**config.mk**
```make
export PLATFORM = sky130hd
export DESIGN_NAME = bsg_fifo_1r1w_synth_param
export DESIGN_NICKNAME = d
export VERILOG_FILES = /design/src/rtl/bsg_fifo_1r1w_synth_param.sv
export SDC_FILE = /design/constraint.sdc
export NUM_CORES = 1
export LEC_CHECK = 0
export BUFFER_PORTS_ARGS = -buffer_cell sky130_fd_sc_hd__buf_2
export CAP_MARGIN = 20
export CORE_ASPECT_RATIO = 1.2
export CORE_UTILIZATION = 40
export CTS_BUF_LIST = sky130_fd_sc_hd__clkbuf_8
export CTS_CLUSTER_DIAMETER = 40
export CTS_CLUSTER_SIZE = 8
export DETAILED_ROUTE_END_ITERATION = 10
export GPL_ROUTABILITY_DRIVEN = 0
export PLACE_DENSITY_LB_ADDON = 0.15
export SLEW_MARGIN = 20
export SYNTH_ARGS = -nofsm -noshare
export SYNTH_HDL_FRONTEND = slang
export SYNTH_SLANG_ARGS = --single-unit
```
**constraint.sdc**
```tcl
create_clock -name clk_i -period 3.1 [get_ports clk_i]
set_input_delay 0.775 -clock clk_i [delete_from_list [all_inputs] [get_ports clk_i]]
set_output_delay 0.775 -clock clk_i [all_outputs]
set_load 0.1 [all_outputs]
```
**src/rtl/bsg_fifo_1r1w_synth_param.sv**
```systemverilog
// Single-clock, one-read/one-write FIFO built from a register array.
// Head word is visible one cycle after it is enqueued; there is no fall-through.
// ready_o and v_o depend only on the stored count (and reset), never on v_i/yumi_i.
module bsg_fifo_1r1w_synth_param #(
  parameter int width_p = 30,
  parameter int els_p   = 2,
  localparam int lg_els_lp = $clog2(els_p + 1)
) (
  input  logic                 clk_i,
  input  logic                 reset_i,

  input  logic                 v_i,
  input  logic [width_p-1:0]   data_i,
  output logic                 ready_o,

  output logic                 v_o,
  output logic [width_p-1:0]   data_o,
  input  logic                 yumi_i,

  output logic [lg_els_lp-1:0] count_o
);

  localparam int ptr_w_lp = (els_p > 1) ? $clog2(els_p) : 1;

  typedef logic [ptr_w_lp-1:0]  ptr_t;
  typedef logic [lg_els_lp-1:0] cnt_t;

  localparam ptr_t last_ptr_lp = ptr_t'(els_p - 1);
  localparam cnt_t full_cnt_lp = cnt_t'(els_p);

  logic [width_p-1:0] mem_q [els_p];

  ptr_t wptr_q, wptr_d;
  ptr_t rptr_q, rptr_d;
  cnt_t count_q, count_d;

  logic enq, deq;

  // Pointers wrap explicitly so non-power-of-two depths work.
  function automatic ptr_t ptr_inc(input ptr_t p);
    return (p == last_ptr_lp) ? '0 : p + ptr_t'(1);
  endfunction

  // Handshake flags come from the count only; reset holds ready_o low.
  assign ready_o = ~reset_i & (count_q != full_cnt_lp);
  assign v_o     = (count_q != '0);
  assign enq     = v_i & ready_o;
  assign deq     = yumi_i & v_o;
  assign count_o = count_q;

  // Head word is gated to zero whenever the FIFO is empty.
  assign data_o  = v_o ? mem_q[rptr_q] : '0;

  // Next-state for pointers and occupancy.
  always_comb begin
    // NOTE: every always_comb output is given a default first so no path can
    // leave it unassigned, which would otherwise infer a latch.
    wptr_d  = wptr_q;
    rptr_d  = rptr_q;
    count_d = count_q;

    if (enq) wptr_d = ptr_inc(wptr_q);
    if (deq) rptr_d = ptr_inc(rptr_q);

    unique case ({enq, deq})
      2'b10:   count_d = count_q + cnt_t'(1);
      2'b01:   count_d = count_q - cnt_t'(1);
      default: count_d = count_q;
    endcase
  end

  // Control state register with asynchronous clear.
  always_ff @(posedge clk_i or posedge reset_i) begin
    // NOTE: sequential state uses non-blocking assignments so every register
    // samples pre-edge values regardless of process ordering.
    if (reset_i) begin
      wptr_q  <= '0;
      rptr_q  <= '0;
      count_q <= '0;
    end else begin
      wptr_q  <= wptr_d;
      rptr_q  <= rptr_d;
      count_q <= count_d;
    end
  end

  // Storage write; a full FIFO never accepts, so the write slot never equals
  // the slot being read in the same cycle.
  always_ff @(posedge clk_i) begin
    // NOTE: the array is deliberately not reset; v_o/data_o gating makes stale
    // contents invisible, and leaving it out keeps the array plain flops.
    if (enq) mem_q[wptr_q] <= data_i;
  end

endmodule

```
==> results.md <==
- The flow ran to the end, and the final reports show no timing, DRC or antenna violations.
- The routed length per instance is 14.2 um.
- The floorplan core area is 6010 um2.
- The H-tree was split into 3 levels.
- The placed wire-length estimate after detailed placement is roughly 2900 um.
- The clock period could shrink to 2.66 ns.
- The initial antenna violation count is 0.
- Once the clock tree was built, the setup fixing pass inserted 0 buffers.
- The amount of wire on met3 after detailed routing is 225 um.
- The Yosys step of the flow raised 0 warnings.
- The detailed-route wire length on metal 1 is 1740 um.
- The area share of the largest cell type after synthesis is 0.729.
- The count of maximum capacitance violations is 0.
- Setup repair after global routing left no endpoint under its margin.
- The finished layout cell area is 3100 um2.
- Of the cells placed in the final design, the portion with a size suffix greater than 1 is 0.397.
- In this run, synthesis inferred 60 flip-flops with an integrated enable.
- Static timing analysis puts the maximum clock frequency at 377 MHz.
- After clock tree synthesis, the clock-pin slew on the worst setup and hold paths is 0.06 ns.
- The detailed router used layers up to and including met4.
- The number of slew-limit violations in the final report is 0.
- The clock tree skew after final layout is about 0.0069 ns.
- For this configuration, the core starts out at a cell density of 0.411.
- The total standard cell area after synthesis is ~2500 um2.
- The worst hold-check path type is in -> async.
- In this run the deepest clock path goes through 2 buffers.
- The endpoint class of the critical path is an output port.
- From synthesis to final layout, the design area changed by 25.3%.
- The overall die height is between 80 and 90 um.
- The final layout contains routed wiring with a total length of 4420 um.
- 0 antenna diodes ended up in the layout.
- For the pin with the worst max-slew slack, the measured transition is approximately 0.52 ns.
- The number of inserted filler cells in the final layout is between 500 and 600.
- The routed layout has 1,436 vias.
- In the global route stage, overall resource usage came out at 0.150.
- The total iterations of the first detailed-routing run is 4.
- After clock tree synthesis, the flow added hold-fix buffers numbering 0.
- TritonCTS built the clock tree.
- The number of standard cells after synthesis is approximately 150.
- For this run, the register share of the synthesized area comes to 0.769.
- The total number of placement rows is 31.
- TritonCTS created 9 clock buffers.
- The number of remaining DRC errors is 0.
- The required time at the endpoint of the critical path is 2.32 ns.
- The overall overflow remaining after global route is 0.
- The final hold slack is roughly 0.34 ns.
- By area the synthesized netlist is led by sky130_fd_sc_hd__edfxtp_1, sky130_fd_sc_hd__mux2i_1, sky130_fd_sc_hd__nor2_1, sky130_fd_sc_hd__dfrtp_1, sky130_fd_sc_hd__xnor2_1.
- Port buffering added between 60 and 70 buffers.
- The commonest cells after synthesis are sky130_fd_sc_hd__edfxtp_1, sky130_fd_sc_hd__nor2_1, sky130_fd_sc_hd__mux2i_1.
- The tree is rooted in a sky130_fd_sc_hd__clkbuf_8.
- The worst pin sits at a relative slew slack of 0.654.
- The later-pin clock latency in the skew report is around 0.33 ns.
- Of all nets on the critical path, the largest fanout is 16.
- The post-synth net total is 183.
- Of the available clock period, the critical path in the final layout requires 0.857.
- In the final design database the tool counted approximately 260 nets.
- The path type of the worst setup path is reg -> out.
- In this run the mean area of a mapped cell was 16.7 um2.
- The die covers 6500 um2.
- The critical path arrival is 1.88 ns.
- The startpoint type of the worst setup path is a flop.
- The count of unique library cells instantiated by Yosys is 18.
- The setup slack of the worst register-to-register path is 1.37 ns.
- The most frequently used cell type in the post-synthesis netlist is sky130_fd_sc_hd__edfxtp_1.
- The hold violation total from the final report is 0.
- The synthesized flop and latch total is 64.
- For this run, asynchronously set or reset flops after synthesis account for 0.0625.
- The number of standard cells in the layout, taps in and fillers out is 311.
- The via count of the first global-routing pass is approximately 1,500.
- The number of gates resized after cts is 0.
- The cell type contributing the most total cell area after synthesis is sky130_fd_sc_hd__edfxtp_1.
- The first global-routing pass estimated between 6000 and 7000 um of wire.
- The top-level I/O count is 68.
- The via-per-instance ratio is 4.62.
- The setup-violating endpoint count in the final report is 0.
- The most common flop cell mapped by yosys is sky130_fd_sc_hd__edfxtp_1.
- The number of clock sinks is 64.
- The detailed route wirelength on metal2 is roughly 2400 um.
- The maximum number of pins on one net before global-route repair is 31.
- Measured along the x axis, the die boundary spans 73.8 um.
- In this run the remaining antenna-violating nets after routing total 0.
- The area of placed instances is 2940 um2.
- After the first detailed-routing iteration, the DRC count stood at 46.
- Counting tap cells, the placed design contains a total of a little under 300 instances.
==> final cells by class <==
type | instances | area [um2] | share of cell area
clock inverters | 7 | 30.0 | 0.00969
flip-flops and latches | 64 | 1900 | 0.614
repair buffers | 72 | 398 | 0.128
multi-input cells | 75 | 533 | 0.172
clock buffers | 9 | 124 | 0.0400
well taps | 82 | 103 | 0.0331
inverters | 2 | 7.51 | 0.00242
==> critical path: stages, from the launching register on <==
cell                      delay [ns]
sky130_fd_sc_hd__dfrtp_2        0.69
sky130_fd_sc_hd__buf_12         0.24
sky130_fd_sc_hd__mux2i_1        0.09
sky130_fd_sc_hd__nor2_1         0.10
sky130_fd_sc_hd__buf_2          0.44
==> cells in the final DEF (no fill, tap or decap) <==
cell,synthesis,final
sky130_fd_sc_hd__nand2b_1,1,1
sky130_fd_sc_hd__ha_1,1,1
sky130_fd_sc_hd__clkbuf_8,0,9
sky130_fd_sc_hd__nor2_1,32,29
sky130_fd_sc_hd__nor2b_1,1,1
sky130_fd_sc_hd__clkinv_1,0,3
sky130_fd_sc_hd__inv_1,1,2
sky130_fd_sc_hd__inv_2,1,1
sky130_fd_sc_hd__dfrtp_1,4,3
sky130_fd_sc_hd__edfxtp_1,60,60
sky130_fd_sc_hd__clkinv_2,0,3
sky130_fd_sc_hd__xor2_1,2,2
sky130_fd_sc_hd__xnor2_1,3,3
sky130_fd_sc_hd__mux2i_1,30,30
sky130_fd_sc_hd__buf_12,0,2
sky130_fd_sc_hd__dfrtp_2,0,1
sky130_fd_sc_hd__buf_2,4,67
sky130_fd_sc_hd__nand2_1,1,1
sky130_fd_sc_hd__nor2_2,1,3
sky130_fd_sc_hd__and2_1,1,1
sky130_fd_sc_hd__nor2_4,0,1
sky130_fd_sc_hd__buf_4,3,3
sky130_fd_sc_hd__and3_1,1,1
sky130_fd_sc_hd__nor2b_2,1,1
==> routing by layer <==
layer	global-route usage	vias up
met4	0.105	0
met5	0	-
li1	-	690
met1	0.157	688
met2	0.258	49
met3	0.0403	9
==> path summary, 6_finish.rpt <==
path	startpoint	end	cells after the start
setup / recovery	rptr_q	data_o[21]	4
hold / removal	reset_i	count_o[1]	2
setup reg to reg	count_o[0]	mem_q[0][27]	4
hold reg to reg	wptr_q	wptr_q	1
max in group asynchronous	reset_i	rptr_q	2
min in group clk_i	wptr_q	wptr_q	1
==> flip-flops by register name (all words and copies together), names as in the netlist <==
signal / cells
wptr_q: 1
mem_q: 60
rptr_q: 1
count_o: 2
==> cell families after synthesis <==
| kind of cell | count (synthesis) | synth area share |
|---|---|---|
| fa+ha+maj | 1 | 0.00506 |
| flops | 64 | 0.769 |
| xor+xnor | 5 | 0.0177 |
| buf+inv | 9 | 0.0202 |
| mux | 30 | 0.121 |
| simple gates | 39 | 0.0663 |
==> through the flow <==
stage | TNS, ns | worst slack [ns] | util
2_1_floorplan | -7.98 | -0.292 | -
3_3_place_gp | 0 | 0.760 | 0.490
3_5_place_dp | 0 | 0.727 | 0.490
4_1_cts | 0 | 0.388 | 0.515
5_1_grt | 0 | 0.317 | 0.515
6_report | 0 | 0.444 | 0.515
Power is not shown: default switching activity piles up to over one toggle a cycle in this logic, so the estimate is an artifact.
